## src/rtl/cla_sub_pipe.sv

```systemverilog
// cla_sub_pipe: two-stage carry-lookahead subtractor, diff = a - b - bin.
// Stage 1 resolves the low half, stage 2 the high half, with valid/ready on both sides.
module cla_sub_pipe #(
    parameter int N = 16
) (
    input  logic         clk,
    input  logic         rst_n,
    input  logic         in_valid,
    output logic         in_ready,
    input  logic [N-1:0] a,
    input  logic [N-1:0] b,
    input  logic         bin,
    output logic         out_valid,
    input  logic         out_ready,
    output logic [N-1:0] diff,
    output logic         bout,
    output logic         ovf
);
    localparam int H = N / 2;

    // Each carry is a flat sum of generate/propagate products, not a ripple.
    function automatic logic [H:0] cla(
        input logic [H-1:0] g,
        input logic [H-1:0] p,
        input logic         c0
    );
        logic [H:0] c;
        logic       t;
        c    = '0;
        c[0] = c0;
        for (int i = 0; i < H; i++) begin
            t = c0;
            for (int j = 0; j <= i; j++) t = t & p[j];
            c[i+1] = t;
            for (int j = 0; j <= i; j++) begin
                t = g[j];
                for (int k = j + 1; k <= i; k++) t = t & p[k];
                c[i+1] = c[i+1] | t;
            end
        end
        return c;
    endfunction

    logic         s1_valid_q, s1_valid_d;
    logic [H-1:0] s1_dlo_q, s1_dlo_d;
    logic         s1_c_q, s1_c_d;
    logic [H-1:0] s1_ahi_q, s1_ahi_d;
    logic [H-1:0] s1_nbhi_q, s1_nbhi_d;
    logic         s2_valid_q, s2_valid_d;
    logic [N-1:0] diff_q, diff_d;
    logic         bout_q, bout_d;
    logic         ovf_q, ovf_d;

    logic [H-1:0] g1, p1, g2, p2;
    logic [H:0]   c1, c2;
    logic         s2_adv, in_fire;

    assign p1 = a[H-1:0] ^ ~b[H-1:0];
    assign g1 = a[H-1:0] & ~b[H-1:0];
    assign c1 = cla(g1, p1, ~bin);

    assign p2 = s1_ahi_q ^ s1_nbhi_q;
    assign g2 = s1_ahi_q & s1_nbhi_q;
    assign c2 = cla(g2, p2, s1_c_q);

    assign s2_adv    = s1_valid_q & (~s2_valid_q | out_ready);
    assign in_ready  = ~s1_valid_q | s2_adv;
    assign in_fire   = in_valid & in_ready;
    assign out_valid = s2_valid_q;
    assign diff      = diff_q;
    assign bout      = bout_q;
    assign ovf       = ovf_q;

    always_comb begin
        s1_valid_d = s1_valid_q;
        s1_dlo_d   = s1_dlo_q;
        s1_c_d     = s1_c_q;
        s1_ahi_d   = s1_ahi_q;
        s1_nbhi_d  = s1_nbhi_q;
        s2_valid_d = s2_valid_q;
        diff_d     = diff_q;
        bout_d     = bout_q;
        ovf_d      = ovf_q;
        if (in_fire) begin
            s1_valid_d = 1'b1;
            s1_dlo_d   = p1 ^ c1[H-1:0];
            s1_c_d     = c1[H];
            s1_ahi_d   = a[N-1:H];
            s1_nbhi_d  = ~b[N-1:H];
        end else if (s2_adv) begin
            s1_valid_d = 1'b0;
        end
        if (s2_adv) begin
            s2_valid_d = 1'b1;
            diff_d     = {p2 ^ c2[H-1:0], s1_dlo_q};
            // Subtraction borrows when the final carry is absent.
            bout_d     = ~c2[H];
            ovf_d      = c2[H] ^ c2[H-1];
        end else if (out_ready) begin
            s2_valid_d = 1'b0;
        end
    end

    always_ff @(posedge clk or negedge rst_n) begin
        if (!rst_n) begin
            s1_valid_q <= 1'b0;
            s1_dlo_q   <= '0;
            s1_c_q     <= 1'b0;
            s1_ahi_q   <= '0;
            s1_nbhi_q  <= '0;
            s2_valid_q <= 1'b0;
            diff_q     <= '0;
            bout_q     <= 1'b0;
            ovf_q      <= 1'b0;
        end else begin
            s1_valid_q <= s1_valid_d;
            s1_dlo_q   <= s1_dlo_d;
            s1_c_q     <= s1_c_d;
            s1_ahi_q   <= s1_ahi_d;
            s1_nbhi_q  <= s1_nbhi_d;
            s2_valid_q <= s2_valid_d;
            diff_q     <= diff_d;
            bout_q     <= bout_d;
            ovf_q      <= ovf_d;
        end
    end
endmodule

```

## config.mk

```make
export PLATFORM = sky130hd
export DESIGN_NAME = cla_sub_pipe
export DESIGN_NICKNAME = d
export VERILOG_FILES = /design/src/rtl/cla_sub_pipe.sv
export SDC_FILE = /design/constraint.sdc
export NUM_CORES = 1
export LEC_CHECK = 0
export CAP_MARGIN = 20
export CELL_PAD_IN_SITES_DETAIL_PLACEMENT = 2
export CELL_PAD_IN_SITES_GLOBAL_PLACEMENT = 2
export CORE_MARGIN = 3
export CORE_UTILIZATION = 30
export CTS_BUF_LIST = sky130_fd_sc_hd__clkbuf_4 sky130_fd_sc_hd__clkbuf_8
export DETAILED_ROUTE_END_ITERATION = 10
export GPL_ROUTABILITY_DRIVEN = 1
export PLACE_DENSITY_LB_ADDON = 0.25
export SETUP_SLACK_MARGIN = 0.1
export SYNTH_ARGS = -nofsm -noshare
export SYNTH_HDL_FRONTEND = slang
export SYNTH_SLANG_ARGS = --single-unit
```

## constraint.sdc

```tcl
create_clock -name clk -period 2.75 [get_ports clk]
set_clock_uncertainty 0.05 [all_clocks]
set_input_delay 0.6875 -clock clk [delete_from_list [all_inputs] [get_ports clk]]
set_output_delay 0.6875 -clock clk [all_outputs]
set_load 0.02 [all_outputs]
```

==> impl_metrics.yaml, run 1 <==
setup_path:
  critical_path.max_stage_delay_ps: 480
  timing.setup.critical_path_class: "in -> reg"
  timing.reg2reg.setup_slack_ps: 530
  reg2reg_path_depth: 7
  rr_endpoint: "diff[15]"
  worst_setup_path_end_kind: "register"
  crit_start: "b[0]"
  reg2reg_from: "s1_ahi_q[0]"
  critical_path.slowest_cell: "sky130_fd_sc_hd__clkdlybuf4s50_1"
  critPathRequiredTime_ps: 2890
  worstPathArrival_ps: 2680
  setup.worst_path.end: "s1_c_q"
  worstPathCellList: "clkdlybuf4s50_1 -> inv_1 -> ha_1 -> ha_1 -> o21a_1 -> o221a_4 -> a41o_1 -> a211oi_2 -> nor2_1"
  worstPathMaxFanout: 3
  start_kind: "input pin"
  critPathMostFrequentCell: "sky130_fd_sc_hd__ha_1"
timing:
  fmax_mhz: 393
  fin_worst_hold_slack_ps: 328
  setup_slack_ps: 206
  period_minus_slack_ps: 2540
  final_min_period_over_clock_period_pct: 92.5
  rsz0062_at_grt: "false"
  drv_slew: 0
  worst_slew_pin_slew_ps: 620
  maxSlewHeadroom_pct: 58.3
  final-setup-viol-count: 0
  final-hold-violation-count: 0
routing:
  routed_wire_length_per_instance_um: 14.4
  route.vias.total: 1762
  wirelength_mm: 5.36
  number_of_nets_still_failing_antenna_checks_after_routing: 0
  drcViolationCount: 0
  drtIter0Drc: 52
  drt_first_pass_iters: 2
  avgViaCountPerCell: 4.72
synth:
  synth.avg_cell_area_um2: 11.1
  ys_seq_elements: 45
  post_synth_num_cell_types: 33
  dominantRegCellSynth: "sky130_fd_sc_hd__dfrtp_1"
  yosysSeqAreaShare_pct: 49.8
  synth-warning-count: 0
  synth_edf_count: 0
  mappedNetlistNets: 261
  synth.area.top_cells: "sky130_fd_sc_hd__dfrtp_1, sky130_fd_sc_hd__ha_1, sky130_fd_sc_hd__mux2_2, sky130_fd_sc_hd__o21ai_0, sky130_fd_sc_hd__nand2_1"
  yosys.cell_count.top_type: "sky130_fd_sc_hd__dfrtp_1"
  synth_top_area_share_pct: 49.8
  synth_cells: 204
  synth_top_cell_by_area: "sky130_fd_sc_hd__dfrtp_1"
  synth_async_reset_ratio_pct: 100
  synth.top_cells.by_count: "sky130_fd_sc_hd__dfrtp_1, sky130_fd_sc_hd__nand2_1, sky130_fd_sc_hd__o21ai_0"
  syn_area_mm2: 0.00226
grt:
  grt_pass1_vias: 1947
  gr-total-overflow: 0
  maximum_number_of_pins_on_one_net_before_global_route_repair: 26
  initial_antenna_violation_count: 0
  first_pass_grt_wire_length_mm: 8.99
  track_usage_pct: 13.1
final_layout:
  n_fill_cell: 789
  layout-drive-gt1-share_pct: 15.3
  nNetsFinal: 330
  postLayoutCellArea_mm2: 0.00316
  stdcell_count: 373
  multi_input_comb_area_mm2: 0.00108
  flow.area_growth_from_synthesis_pct: 39.8
  final_antenna_diode_count: 0
  seqCellArea_mm2: 0.00113
power:
  powerDensity_mw_per_mm2: 749
  ir_drop_v: 0.000214
  leakagePower_nw: 1.43
clock_tree:
  worstSkewPairLatency_ps: 300
  cts.sinks: 45
  cts-buffers-inserted: 5
  cts_resized: 0
  tritoncts: "built"
  cts-hold-fix-buffers: 0
  number_of_buffers_inserted_to_repair_setup_after_cts: 0
  cts_max_path_buffers: 2
  cts.reportedPaths.clkPinSlew_ps: 90
  cts_root_buffer: "sky130_fd_sc_hd__clkbuf_8"
  h-tree-depth: 2
floorplanning:
  num_rows: 31
  core_area_mm2: 0.00729
  floorplan.initialDensity_pct: 31.0
  chipHeight_um: 92.8
  design.portCount: 57
  chipWidth_um: 92.8
  die-area_mm2: 0.00861
placement:
  post_dp_cell_area_mm2: 0.00302
  dp_hpwl_mm: 4.42
  dp_cells: 365
  io_buffer_count: 56
  preCtsSetupSlack_ps: -119
  gp_congestion: 0.711
worst_hold_path:
  timing.hold.worst.class: "in -> async"
run_status:
  outcome: "finished clean"
flow_run:
  timing.max_cap.violations: 0
-- worst min-delay path by stage --
stage | slack [ps] | cells past startpoint | from | endpoint
after floorplan | 340 | 0 | rst_n | bout
after global placement | 410 | 2 | s1_dlo_q[3] | s1_dlo_q[3]
after detailed placement | 410 | 2 | diff[14] | diff[14]
after CTS | 340 | 1 | rst_n | s1_ahi_q[5]
after global routing | 360 | 1 | rst_n | s1_ahi_q[5]
final | 330 | 1 | rst_n | diff[8]
-- cell usage in the layout (no fill, tap or decap), drive strengths merged, types with 2 or more instances in the layout --
master and instances:
bufinv 2, a21oi 6, inv 10, o211ai 2, fa 2, clkdlybuf4s50 54
nand2b 5, buf 13, clkbuf 5, or3 3, a211oi 3, nor2 5
ha 18, nand2 29, xor2 5, dfrtp 45, o21ai 25, xnor2 6
mux2 17, a21o 3, o31ai 2
-- routing by layer --
metal	GRT usage [%]	wire length, um	up-vias
met5	0	0	-
met4	4.27	102	0
li1	-	-	842
met2	23.0	2770	41
met3	3.82	287	7
met1	15.2	2200	872
-- state kept, by name (all words and copies together), names as in the netlist --
name and flops:
diff 16, s1_ahi_q 8, s1_dlo_q 8, s1_nbhi_q 8, bout 1, out_valid 1
ovf 1, s1_c_q 1, s1_valid_q 1
-- metrics by stage --
step	setup TNS (ps)	total power [W]	utilization, %
2_1_floorplan	0	0.00139	-
3_3_place_gp	-128	0.00177	41.4
3_5_place_dp	-309	0.00181	41.4
4_1_cts	0	0.00241	43.2
5_1_grt	0	0.00254	43.3
6_report	0	0.00237	43.3
-- kinds of logic after synthesis --
| family | after synthesis | synth area share (%) |
|---|---|---|
| buf+inv | 16 | 2.71 |
| flops | 45 | 49.8 |
| xor+xnor | 11 | 4.26 |
| mux | 17 | 8.47 |
| fa+ha+maj | 20 | 11.7 |
| simple gates | 47 | 9.47 |
| compound gates | 48 | 13.5 |
-- final cells by class --
cell class	instances	share of cell area, %
well taps	99	3.92
clock buffers	5	2.18
flip-flops and latches	45	35.7
multi-input cells	143	34.1
clock inverters	3	2.06
inverters	10	1.19
repair buffers	68	20.9
-- critical path, delay by kind of cell --
| kind | cells | cell delay [ps] |
|---|---|---|
| AOI/OAI and AO/OA | 4 | 960 |
| buffers and inverters | 2 | 530 |
| adders and majority gates | 2 | 450 |
| and+or+nand+nor | 1 | 70 |
-- power by group --
group	internal (W)	leakage [nW]	total, W	switching [W]
Combinational	0.000443	0.820	0.000859	0.000417
Sequential	0.000825	0.542	0.000915	0.0000899
Clock	0.000361	0.0681	0.000592	0.000231
No activity file was read; power rests on OpenSTA's default activity.
==> run 2: changes to the inputs <==
- CTS_CLUSTER_DIAMETER: unset -> 100
- SLEW_MARGIN: unset -> 20
==> results of run 2 <==
Final layout, timing and power as in run 1 (identical DEF).
==> run 3: changes to the inputs <==
- CAP_MARGIN: 20 -> unset
- clock period: 2.75 -> 2.7 ns (I/O delays scaled with it)
==> run 3 against run 2 <==
Sequential share of layout area grew 0.81 points; sequential cell count is the same; count of clock-buffer cells in the layout is the same; critical path type unchanged; die area is the same; global-route usage shrank 0.36 points; critical path depth is the same; combinational power grew 0.6%; setup slack gained 46 ps; via count shrank 3.5%; final cell count shrank 0.27%; largest power group unchanged.
==> impl_metrics.yaml, run 3 (same netlist as run 1, synthesis figures left out) <==
clock_tree:
  number_of_buffers_inserted_to_repair_setup_after_cts: 0
  cts_root_buffer: "sky130_fd_sc_hd__clkbuf_8"
  cts_max_path_buffers: 2
  tritoncts: "built"
  cts-hold-fix-buffers: 0
  cts.sinks: 45
  cts-buffers-inserted: 5
  h-tree-depth: 2
  cts.reportedPaths.clkPinSlew_ps: 90
  worstSkewPairLatency_ps: 300
grt:
  track_usage_pct: 12.7
  maximum_number_of_pins_on_one_net_before_global_route_repair: 26
  gr-total-overflow: 0
  first_pass_grt_wire_length_mm: 8.67
  initial_antenna_violation_count: 0
  grt_pass1_vias: 1869
setup_path:
  reg2reg_from: "s1_ahi_q[0]"
  critPathMostFrequentCell: "sky130_fd_sc_hd__ha_1"
  reg2reg_path_depth: 7
  critPathRequiredTime_ps: 2840
  setup.worst_path.end: "s1_c_q"
  critical_path.slowest_cell: "sky130_fd_sc_hd__clkdlybuf4s50_1"
  crit_path_buffers_inverters: 2
  worstPathMaxFanout: 4
  crit_family: "compound AO/OA/AOI/OAI gates"
  critical_path.max_stage_delay_ps: 470
  timing.reg2reg.setup_slack_ps: 480
  worstPathArrival_ps: 2590
  crit_start: "b[0]"
  worstPathCellList: "clkdlybuf4s50_1 -> inv_1 -> ha_1 -> ha_1 -> o21a_1 -> o221a_4 -> a41o_1 -> a211oi_2 -> nor2_1"
  timing.setup.critical_path_class: "in -> reg"
  rr_endpoint: "diff[15]"
  start_kind: "input pin"
  worst_setup_path_end_kind: "register"
  worst-path-stages: 9
routing:
  drtIter0Drc: 41
  route.vias.total: 1700
  routed_wire_length_per_instance_um: 13.8
  number_of_nets_still_failing_antenna_checks_after_routing: 0
  avgViaCountPerCell: 4.57
  drcViolationCount: 0
  drt_first_pass_iters: 3
  wirelength_mm: 5.14
run_status:
  outcome: "finished clean"
power:
  ir_drop_v: 0.000222
  powerDensity_mw_per_mm2: 720
  leakagePower_nw: 1.38
flow_run:
  timing.max_cap.violations: 0
placement:
  dp_hpwl_mm: 4.17
  preCtsSetupSlack_ps: -146
  gp_congestion: 0.718
  io_buffer_count: 56
final_layout:
  layout-drive-gt1-share_pct: 14.7
  flow.area_growth_from_synthesis_pct: 36.7
  n_fill_cell: 826
  nNetsFinal: 329
  layout_commonest_cell: "sky130_fd_sc_hd__clkdlybuf4s50_1"
  final_antenna_diode_count: 0
  largest_reg_flops: 16
  mostFrequentLayoutCells: "sky130_fd_sc_hd__clkdlybuf4s50_1, sky130_fd_sc_hd__dfrtp_1, sky130_fd_sc_hd__nand2_1"
timing:
  fin_worst_hold_slack_ps: 304
  worst_slew_pin_slew_ps: 540
  final-setup-viol-count: 0
  rsz0062_at_grt: "false"
  period_minus_slack_ps: 2450
  fmax_mhz: 408
  final-hold-violation-count: 0
  maxSlewHeadroom_pct: 63.6
  final_min_period_over_clock_period_pct: 90.7
  setup_slack_ps: 252
  drv_slew: 0
floorplanning:
  num_rows: 31
  floorplan.initialDensity_pct: 31.0
  chipWidth_um: 92.8
  design.portCount: 57
  core_area_mm2: 0.00729
  chipHeight_um: 92.8
  die-area_mm2: 0.00861
worst_hold_path:
  timing.hold.worst.class: "in -> async"
[run 3: area by class of cell]
type	count	area [um2]	share of cell area [%]
clock buffers	5	68.8	2.23
repair buffers	67	637	20.6
inverters	10	37.5	1.22
clock inverters	3	22.5	0.729
multi-input cells	143	1070	34.7
flip-flops and latches	45	1130	36.5
well taps	99	124	4.01
[run 3: where the power goes]
group	internal (W)	switching (W)
Sequential	0.000841	0.0000931
Clock	0.000182	0.000243
Combinational	0.000444	0.000419
[run 3: worst min-delay path by stage]
stage                         to  depth (start not counted)         from  slack (ps)
detailed placement      diff[10]                          2     diff[10]         420
floorplan                   bout                          0        rst_n         330
global route            diff[14]                          1        rst_n         350
finish                   diff[9]                          1        rst_n         300
global placement     s1_dlo_q[3]                          2  s1_dlo_q[3]         410
CTS                 s1_nbhi_q[4]                          1        rst_n         320
[run 3: repair_timing]
action / CTS / global route
setup endpoints to repair: 1 / 2
pin swaps: 0 / 1
resized for setup: 1 / 1
[run 3: per-stage QoR]
| stage | power (W) | setup TNS (ps) | instance area [um2] | util, % | instances |
|---|---|---|---|---|---|
| 2_1_floorplan | 0.00142 | 0 | 2260 | - | 204 |
| 3_3_place_gp | 0.00179 | -202 | 3000 | 41.1 | 364 |
| 3_5_place_dp | 0.00183 | -325 | 3000 | 41.1 | 364 |
| 4_1_cts | 0.00226 | 0 | 3090 | 42.3 | 372 |
| 5_1_grt | 0.00238 | 0 | 3090 | 42.3 | 372 |
| 6_report | 0.00222 | 0 | 3090 | 42.3 | 372 |
[run 3: per-layer routing]
metal,wire length [um],vias to the layer above,track usage (%),share of wire (%)
met5,0,-,0,0
met4,142,0,5.86,2.8
li1,-,844,-,-
met2,2500,44,21.3,49
met3,316,8,3.57,6.2
met1,2180,804,15.1,42
==> edit (flow settings as in run 3) <==
Set the parameter `N` to 24 (it was 16).
--- a/src/rtl/cla_sub_pipe.sv
+++ b/src/rtl/cla_sub_pipe.sv
@@ -2,5 +2,5 @@
 // Stage 1 resolves the low half, stage 2 the high half, with valid/ready on both sides.
 module cla_sub_pipe #(
-    parameter int N = 16
+    parameter int N = 24
 ) (
     input  logic         clk,
Interface: changed (resized a, b and diff); port bits go from 57 to 81. The function was not compared with the original's and may differ.
==> edit against run 3 <==
Maximum frequency decreased by 3.4%; sequential cell count increased by 20; total power grew 63%; sequential share of layout area down 2.2 points; clock power up 110%; wire length is 71% higher; first-iteration DRC count up 68%; synthesized area up 50%; cell area is 54% higher; global-route usage increased by 1.9 points; worst hold slack better by 26 ps; setup slack got worse by 85 ps.
==> edit: results (changes against run 3) <==
| Metric | Value |
|---|---|
| Port Buffers | `80 (+43%)` |
| Final wirelength | `8766 microns (+71%)` |
| Grt met2 use | `25.67% (+4.4 points)` |
| Peak supply drop | `0.0002971 V (+34%)` |
| Max reg flops | `24 (+8)` |
| Final HPWL DP | `6558 microns (+57%)` |
| Compound-Gate Fraction of Synth Area | `14.43% (+0.92 points)` |
| Drt wl/cell | `15.77 microns (+14%)` |
| Mean Syn Cell Area | `10.73 sq um (-3.2%)` |
| Dpl ws | `-498.7 ps (-352.5 ps)` |
| CTS Buf Count | `9 (+4)` |
| Mapped Nets | `397 (+52%)` |
| Worst-path clk slew | `70 ps (-20 ps)` |
| Htree depth | `3 (+1)` |
| Commonest cells in the netlist | `dfrtp_1, nand2_1, o21ai_0, ha_1, mux2_2` |
| P&R area growth vs syn | `39.98%` |
| DP Area | `0.004467 sq mm (+49%)` |
| Grt met3 use | `5.876% (+2.3 points)` |
| CP arrival | `2770 ps (+180 ps)` |
| Status | `complete, no violations` |
| 1st-iter DRT viols | `69 (+68%)` |
| Vias per Instance | `4.766 (+4.3%)` |
| Synth Area in XOR/XNOR | `4.393% (+0.13 points)` |
| Post-Synth Adder-Cell Area | `10.78% (-0.96 points)` |
| Synth area leaders | `dfrtp_1, ha_1, mux2_2` |
| First-pass GRT wire length | `14700 microns (+70%)` |
| Internal cell power | `2434 uW (+66%)` |
| Mux cell area share after synthesis | `8.896% (+0.42 points)` |
| Total GRT Usage | `14.65% (+1.9 points)` |
| Share of cells above drive strength 1 | `18.03% (+3.4 points)` |
| Met1 Usage GRT | `16.30% (+1.2 points)` |
| Placer's final routability congestion estimate | `0.8078 (+13%)` |
| Layout Nets | `492 (+50%)` |
| Leak | `0.002167 uW (+57%)` |
| Slew headroom | `50.74% (-13 points)` |
| Fillers | `1192 (+44%)` |
| Register area share after synthesis | `47.99% (-1.8 points)` |
| Vias in the first global route | `2997 (+60%)` |
==> edit: cell types whose count changed in the layout (fill, tap and decap cells not counted), moves of 7 or more <==
cell / delta
nor2_1: +8
o21ai_0: +12
nand2_1: +10
dfrtp_1: +20
mux2_2: +8
inv_1: +9
clkdlybuf4s50_1: +21
clkbuf_8: +7
==> edit: path summary, 6_finish.rpt <==
path / start / end / slack [ps] / depth (start not counted)
max in group asynchronous: rst_n / diff[15] / 1630 / 2
min in group clk: s1_dlo_q[4] / s1_dlo_q[4] / 430 / 2
setup / recovery: a[1] / s1_dlo_q[11] / 170 / 9
hold / removal: rst_n / diff[22] / 330 / 1
hold reg to reg: s1_dlo_q[4] / s1_dlo_q[4] / 430 / 2
setup reg to reg: s1_ahi_q[0] / diff[22] / 430 / 8
==> edit: power groups by stage <==
stage	clock network (uW)	registers (uW)	logic, uW
final	895	1370	1360
after global routing	974	1400	1510
after CTS	925	1370	1390
after detailed placement	0	1390	1370
after global placement	0	1370	1320
after floorplan	0	1540	584
==> edit: per-layer routing <==
| layer | vias up | wire length, microns |
|---|---|---|
| met5 | - | 0 |
| met4 | 0 | 104 |
| met3 | 9 | 586 |
| met2 | 60 | 4524 |
| met1 | 1308 | 3552 |
| li1 | 1273 | - |
==> edit: area by class of cell <==
| class | instances | area share [%] |
|---|---|---|
| clock inverter | 2 | 0.7384 |
| clock buffer | 14 | 3.797 |
| tap | 140 | 3.692 |
| multi-input combinational | 220 | 35.76 |
| inverter | 20 | 1.582 |
| sequential | 65 | 34.28 |
| timing repair buffer | 95 | 20.15 |
==> edit: worst max-delay path, cell delays in order <==
cell and delay (ps):
clkdlybuf4s50_1 460, ha_4 300, o21ai_2 60, buf_6 120, a211oi_4 320, o211ai_2 150, o21a_4 260, nor4b_4 270
a311o_1 150
